--- src/rtl/instr_encoder_loader.sv ---
// Builds 32-bit MIPS instruction words from a class select plus operand fields
// and streams them into instruction memory at sequential word addresses.
module instr_encoder_loader #(
  parameter int ADDR_W = 8,
  parameter int DEPTH  = 256
) (
  input  logic              clk,
  input  logic              rst,
  input  logic              Start,
  input  logic              Finish,
  input  logic              In_valid,
  output logic              In_ready,
  input  logic [3:0]        Op_sel,
  input  logic [4:0]        Rs,
  input  logic [4:0]        Rt,
  input  logic [4:0]        Rd,
  input  logic [4:0]        Shamt,
  input  logic [5:0]        Funct,
  input  logic [15:0]       Imm,
  input  logic [25:0]       Target,
  output logic              Imem_we,
  output logic [ADDR_W-1:0] Imem_addr,
  output logic [31:0]       Imem_wdata,
  output logic [ADDR_W:0]   Word_count,
  output logic              Done,
  output logic              Err
);

  typedef enum logic [1:0] {
    IDLE = 2'd0,
    LOAD = 2'd1,
    FULL = 2'd2
  } state_t;

  typedef enum logic [3:0] {
    SEL_R    = 4'd0,
    SEL_LW   = 4'd1,
    SEL_SW   = 4'd2,
    SEL_BEQ  = 4'd3,
    SEL_J    = 4'd4,
    SEL_ADDI = 4'd5,
    SEL_ANDI = 4'd6,
    SEL_ORI  = 4'd7,
    SEL_XORI = 4'd8,
    SEL_SLTI = 4'd9,
    SEL_LUI  = 4'd10
  } op_sel_t;

  localparam logic [5:0] OPC_R    = 6'b000000;
  localparam logic [5:0] OPC_LW   = 6'b100011;
  localparam logic [5:0] OPC_SW   = 6'b101011;
  localparam logic [5:0] OPC_BEQ  = 6'b000100;
  localparam logic [5:0] OPC_J    = 6'b000010;
  localparam logic [5:0] OPC_ADDI = 6'b001000;
  localparam logic [5:0] OPC_ANDI = 6'b001100;
  localparam logic [5:0] OPC_ORI  = 6'b001101;
  localparam logic [5:0] OPC_XORI = 6'b001110;
  localparam logic [5:0] OPC_SLTI = 6'b001010;
  localparam logic [5:0] OPC_LUI  = 6'b001111;

  localparam logic [ADDR_W:0] LAST_COUNT = (ADDR_W + 1)'(DEPTH - 1);

  state_t              state;
  logic [ADDR_W-1:0]   addr_cnt;
  logic                accept;
  logic                enc_legal;
  logic [31:0]         enc_word;

  // Start and Finish take priority over data, so the handshake is refused in
  // any cycle that carries either control pulse.
  assign In_ready = (state == LOAD) && !Start && !Finish;
  assign accept   = In_valid && In_ready;

  // NOTE: every output of an always_comb is given a default before the case so
  // no path leaves it unassigned, which would otherwise infer a latch.
  always_comb begin
    enc_legal = 1'b1;
    enc_word  = '0;
    case (op_sel_t'(Op_sel))
      SEL_R:    enc_word = {OPC_R, Rs, Rt, Rd, Shamt, Funct};
      SEL_LW:   enc_word = {OPC_LW, Rs, Rt, Imm};
      SEL_SW:   enc_word = {OPC_SW, Rs, Rt, Imm};
      SEL_BEQ:  enc_word = {OPC_BEQ, Rs, Rt, Imm};
      SEL_J:    enc_word = {OPC_J, Target};
      SEL_ADDI: enc_word = {OPC_ADDI, Rs, Rt, Imm};
      SEL_ANDI: enc_word = {OPC_ANDI, Rs, Rt, Imm};
      SEL_ORI:  enc_word = {OPC_ORI, Rs, Rt, Imm};
      SEL_XORI: enc_word = {OPC_XORI, Rs, Rt, Imm};
      SEL_SLTI: enc_word = {OPC_SLTI, Rs, Rt, Imm};
      SEL_LUI:  enc_word = {OPC_LUI, 5'd0, Rt, Imm};
      default:  enc_legal = 1'b0;
    endcase
  end

  // NOTE: sequential state uses non-blocking assignments so every register
  // samples the pre-edge values, independent of statement order.
  always_ff @(posedge clk or posedge rst) begin
    if (rst) begin
      state      <= IDLE;
      addr_cnt   <= '0;
      Imem_we    <= 1'b0;
      Imem_addr  <= '0;
      Imem_wdata <= '0;
      Word_count <= '0;
      Done       <= 1'b0;
      Err        <= 1'b0;
    end else begin
      Imem_we <= 1'b0;
      Done    <= 1'b0;
      if (Start) begin
        state      <= LOAD;
        addr_cnt   <= '0;
        Word_count <= '0;
        Err        <= 1'b0;
      end else if (Finish) begin
        // Done already fired on entry to FULL; only a LOAD close reports it.
        if (state == LOAD) Done <= 1'b1;
        state <= IDLE;
      end else if (accept) begin
        if (enc_legal) begin
          Imem_we    <= 1'b1;
          Imem_addr  <= addr_cnt;
          Imem_wdata <= enc_word;
          addr_cnt   <= addr_cnt + ADDR_W'(1);
          Word_count <= Word_count + (ADDR_W + 1)'(1);
          if (Word_count == LAST_COUNT) begin
            state <= FULL;
            Done  <= 1'b1;
          end
        end else begin
          Err <= 1'b1;
        end
      end
    end
  end

endmodule

--- config.mk ---
export PLATFORM = sky130hd
export DESIGN_NAME = instr_encoder_loader
export DESIGN_NICKNAME = d
export VERILOG_FILES = /design/src/rtl/instr_encoder_loader.sv
export SDC_FILE = /design/constraint.sdc
export NUM_CORES = 1
export LEC_CHECK = 0
export CORE_ASPECT_RATIO = 1.1
export CORE_MARGIN = 1
export CORE_UTILIZATION = 43
export CTS_CLUSTER_DIAMETER = 30
export DETAILED_ROUTE_END_ITERATION = 6
export PLACE_DENSITY = 0.89
export SLEW_MARGIN = 30
export SYNTH_ARGS = -nofsm -noshare
export SYNTH_HDL_FRONTEND = slang
export SYNTH_SLANG_ARGS = --single-unit
--- constraint.sdc ---
create_clock -name clk -period 2.3 [get_ports clk]
set_input_delay 0.575 -clock clk [delete_from_list [all_inputs] [get_ports clk]]
set_output_delay 0.575 -clock clk [all_outputs]
set_load 0.03 [all_outputs]
Word level (Yosys, flattened, before mapping)
Index checks and enable logic that the tools add are counted.
Storage, ports and cells
  register bits after elaboration: 62
  logic and storage cells: 71
  bits of input ports: 77
  output and inout port bits: 53
Operators by class
  eq/ne operators: 14
  add/subtract/negate cells: 2
  reductions and logical operators: 16
  muxes and demuxes: 29
  bitwise operators: 2
Operators by type and width (count)
  $pmux W32 S11: 1
  $mux W9: 4
  $mux W8: 4
  $eq A4 B3 Y1 const B: 4
  $mux W1: 15
  $eq A4 B4 Y1 const B: 3
  $reduce_or A11 Y1: 1
  $mux W2: 5
  $add A9 B1 Y9 const B: 1
  $eq A9 B8 Y1 const B: 1
  $reduce_and A3 Y1: 3
  $reduce_bool A3 Y1: 3
  $add A8 B1 Y8 const B: 1
  $eq A4 B2 Y1 const B: 2
  $eq A4 B1 Y1 const B: 1
  $logic_not A4 Y1: 1
  $ne A2 B2 Y1 const B: 2
  $reduce_and A4 Y1: 1
  $reduce_bool A2 Y1: 2
  $logic_and A1 B1 Y1: 3
  $eq A2 B1 Y1 const B: 1
  $logic_not A1 Y1: 2
  $not A1 Y1: 2

Depth between registers and ports, before layout
Gate-level depths: netlist of the first run.
  depth in word-level cells: 7
  gate-level depth with buffers: 7

Least setup slack after synthesis of the first run
OpenSTA, ideal clock, no wires.
  kind: input to register
  start: input port Start
  end: register Word_count[5]
  setup slack: 0.136 ns
  stages: 5
  library setup time: 0.140 ns
  data arrival time: 2.025 ns
  cells stage by stage: nor4b_4 -> o211ai_4 -> buf_2 -> o311ai_0 -> o41ai_1
Between the ends
  cells in the longest elaborated chain, start to end: 6
  elaborated cells between the ends (all ways): 9
  those cells by class: eq/ne: 1; mux: 1; reduce/logical: 7
RTL lines
  from (decl): line 9  | input logic Start,
  $logic_not A1 Y1: line 71  | assign In_ready = (state == LOAD) && !Start && !Finish;
  $logic_and A1 B1 Y1 (2 in series): line 71
  $logic_and A1 B1 Y1: line 72  | assign accept = In_valid && In_ready;
  $reduce_bool A2 Y1 (no line)
  $reduce_and A3 Y1 (no line)
  to (signal assigned): line 125  | Word_count <= Word_count + (ADDR_W + 1)'(1);
  to (decl): line 24  | output logic [ADDR_W:0] Word_count,
Several ways; a longest one is shown, not always the timed one.
A chain may end at the register's enable or synchronous reset.

Final worst setup path of the first run
  start: input port Finish
  end: output port In_ready
Between the ends
  cells in the longest elaborated chain, start to end: 2
RTL lines
  from (decl): line 10  | input logic Finish,
  $logic_not A1 Y1: line 71
  $logic_and A1 B1 Y1: line 71
  to (decl): line 12  | output logic In_ready,
Every way passes these cells.

==> out/results.tsv, run 1 <==
metric	value	unit
finClkSkew	0.0115	ns
setup_violations	0	
wl_per_cell	14.7	µm
min_period	2.23	ns
syn_nets	430	
cts_tree	done	
drt_iter0_markers	194	
fin_nets	572	
hold_class	reg2reg	
required	1.73	ns
final_antenna_net_count	0	
dpl.hpwl	6.51	mm
hold_depth	2	
netlist_area	0.00313	mm²
p_int	2.25	mW
vias_per_cell	5.38	
dieArea	0.00762	mm²
initial_core_util	44.7	%
maxCapViolCount	0	
hold_viol_final	0	
drv_slew	0	
reg2reg_depth	6	
final_cell_mix	127 x clkdlybuf4s50_1, 75 x nand2_1, 61 x dfrtp_1	
antenna_found_initial	0	
timing.fmax	0.449	GHz
fillCellCount	547	
vias	3131	
clk_latency	0.33	ns
ys_ff_latch	61	
power_switching	1.00	mW
port_buffers	128	
final_area	0.00486	mm²
hold_slack	0.480	ns
cts.htree.levels	3	
grt_max_degree	62	
cts_buffers	9	
clkPwrFrac	30.3	%
synth_edf_count	0	
postCtsResizedCells	0	
ys_types	46	
grt_overflow	0	
crit_path_max_fanout	2	
worstPathArrival	1.65	ns
dpl_cell_area	0.00464	mm²
num_rows	32	
avgSynthCellArea	8.94	µm²
pwr-share-comb	30.1	%
post_cts_buffers	1	
ir_worst_vdd	0.440	mV
pin_count	130	
critPathKind	in2out	
drc	0	
grt_usage	23.8	%
first_global_vias	3212	
status	finished, final reports clean	
drtPass1Iterations	4	
seqPwrFrac	39.5	%
clockBufferDepth	2	
critPathLaunchType	input pin	
finalWirelength	8.56	mm
cts-root-buf	clkbuf_8	
swShare	30.8	%
clkSinkCount	61	
clk_pin_slew	0.07	ns
synthCells	350	
area_delta_synth_final	55.3	%
antennaDiodeCount	0	
gp_congestion	0.825	
ys_warn_count	0	
final_layout_size_suffix_gt1_share	9.86	%
die_h	91.5	µm
synth-async-reset-ratio	100	%
fp.coreArea	0.00701	mm²
final_cells	582	
p_leak	2.11	nW
place_inst	565	
cp-end-kind	primary output	
powerDensity	668	mW/mm²
synth_ff_type	dfrtp_1	
hold_buffers	0	
grt_first_pass_wirelength	14.5	mm
final_common_cell	clkdlybuf4s50_1	
yosysSeqAreaShare	48.8	%
chipWidth	83.3	µm
rsz0062_at_grt	false	
finalCritPeriodShare	96.8	%
[Yosys cell counts (4+ instances only)]
library cell | instances | area (µm²)
a31oi_1 | 7 | 43.8
o311ai_0 | 4 | 35.0
mux2i_1 | 18 | 180
inv_1 | 10 | 37.5
buf_2 | 4 | 20.0
nor2b_1 | 5 | 31.3
nor2_1 | 18 | 67.6
o21ai_0 | 47 | 235
dfrtp_1 | 61 | 1530
a221oi_1 | 5 | 43.8
nand2_1 | 75 | 282
o41ai_1 | 5 | 43.8
a2bb2oi_1 | 5 | 43.8
nand3_1 | 13 | 65.1
clkbuf_1 | 17 | 63.8
a21oi_1 | 13 | 65.1
[flip-flops by register name, indices dropped and copies added (netlist names)]
register / cells
Done: 1
Word_count: 9
Imem_we: 1
state: 2
Err: 1
addr_cnt: 8
Imem_addr: 8
Imem_wdata: 31
[power by group through the flow]
stage	registers [mW]	clock network, mW	logic [mW]
after global placement	1.30	0	0.965
after global routing	1.30	1.05	1.05
after CTS	1.28	1.00	0.987
final	1.28	0.985	0.978
after floorplan	1.55	0	0.230
after detailed placement	1.30	0	0.984
[worst paths after layout]
| path | startpoint | end | slack [ns] |
|---|---|---|---|
| max | Finish | In_ready | 0.07 |
| min | Imem_wdata[25]$_DFFE_PP0P_ | Imem_wdata[25]$_DFFE_PP0P_ | 0.48 |
| max reg2reg | Word_count[1]$_DFFE_PP0P_ | Done$_DFF_PP0_ | 0.51 |
| min reg2reg | Imem_wdata[25]$_DFFE_PP0P_ | Imem_wdata[25]$_DFFE_PP0P_ | 0.48 |
| max in group asynchronous | rst | Imem_wdata[17]$_DFFE_PP0P_ | 1.41 |
| min in group asynchronous | rst | Imem_wdata[1]$_DFFE_PP0P_ | 0.60 |
[logic make-up (layout without fill, tap and decap cells)]
group                    Yosys count  in the layout  share of synthesized area, %
AO/OA/AOI/OAI                    101            101                          20.6
XOR/XNOR                           1              1                         0.280
adder cells (fa/ha/maj)            3              3                          1.20
buffers and inverters             35            182                          4.48
flip-flops                        61             61                          48.8
multiplexers                      18             18                          5.76
other                              1              1                         0.120
AND/OR/NAND/NOR                  130            130                          18.8
[layer usage]
layer | GRT usage, % | part of all wire, % | vias up
met2 | 42.8 | 53 | 133
met5 | 0 | 0 | -
met4 | 11.8 | 2.1 | 0
met1 | 25.8 | 38 | 1459
met3 | 6.09 | 6.8 | 19
li1 | - | - | 1520
[worst max-delay path, cell delays in order]
cell	delay, ns
clkdlybuf4s50_1	0.47
nor4b_4	0.31
buf_4	0.15
buf_4	0.14
[area by class of cell]
cell class	count	area (µm²)	share of cell area, %
flip-flops and latches	61	1530	31.4
repair buffers	155	1510	31.0
multi-input cells	254	1470	30.2
clock buffers	13	169	3.48
well taps	85	106	2.19
clock inverters	3	42.5	0.875
inverters	11	41.3	0.850
[per-stage QoR]
step	setup TNS [ns]	util, %	setup slack (ns)	total power [mW]
final	0	69.4	0.0737	3.25
after global placement	-0.529	66.2	-0.0886	2.26
after detailed placement	-1.13	66.2	-0.126	2.29
after floorplan	0	-	0.136	1.78
after global routing	0	69.4	0.0368	3.40
after CTS	0	69.4	0.0719	3.28
No activity file was read; power rests on OpenSTA's default activity.
==> inputs of run 2 (changes only) <==
Settings changed: HOLD_SLACK_MARGIN set to 0.08.
==> results of run 2 <==
No change in the layout: final DEF, timing and power equal those of run 1.
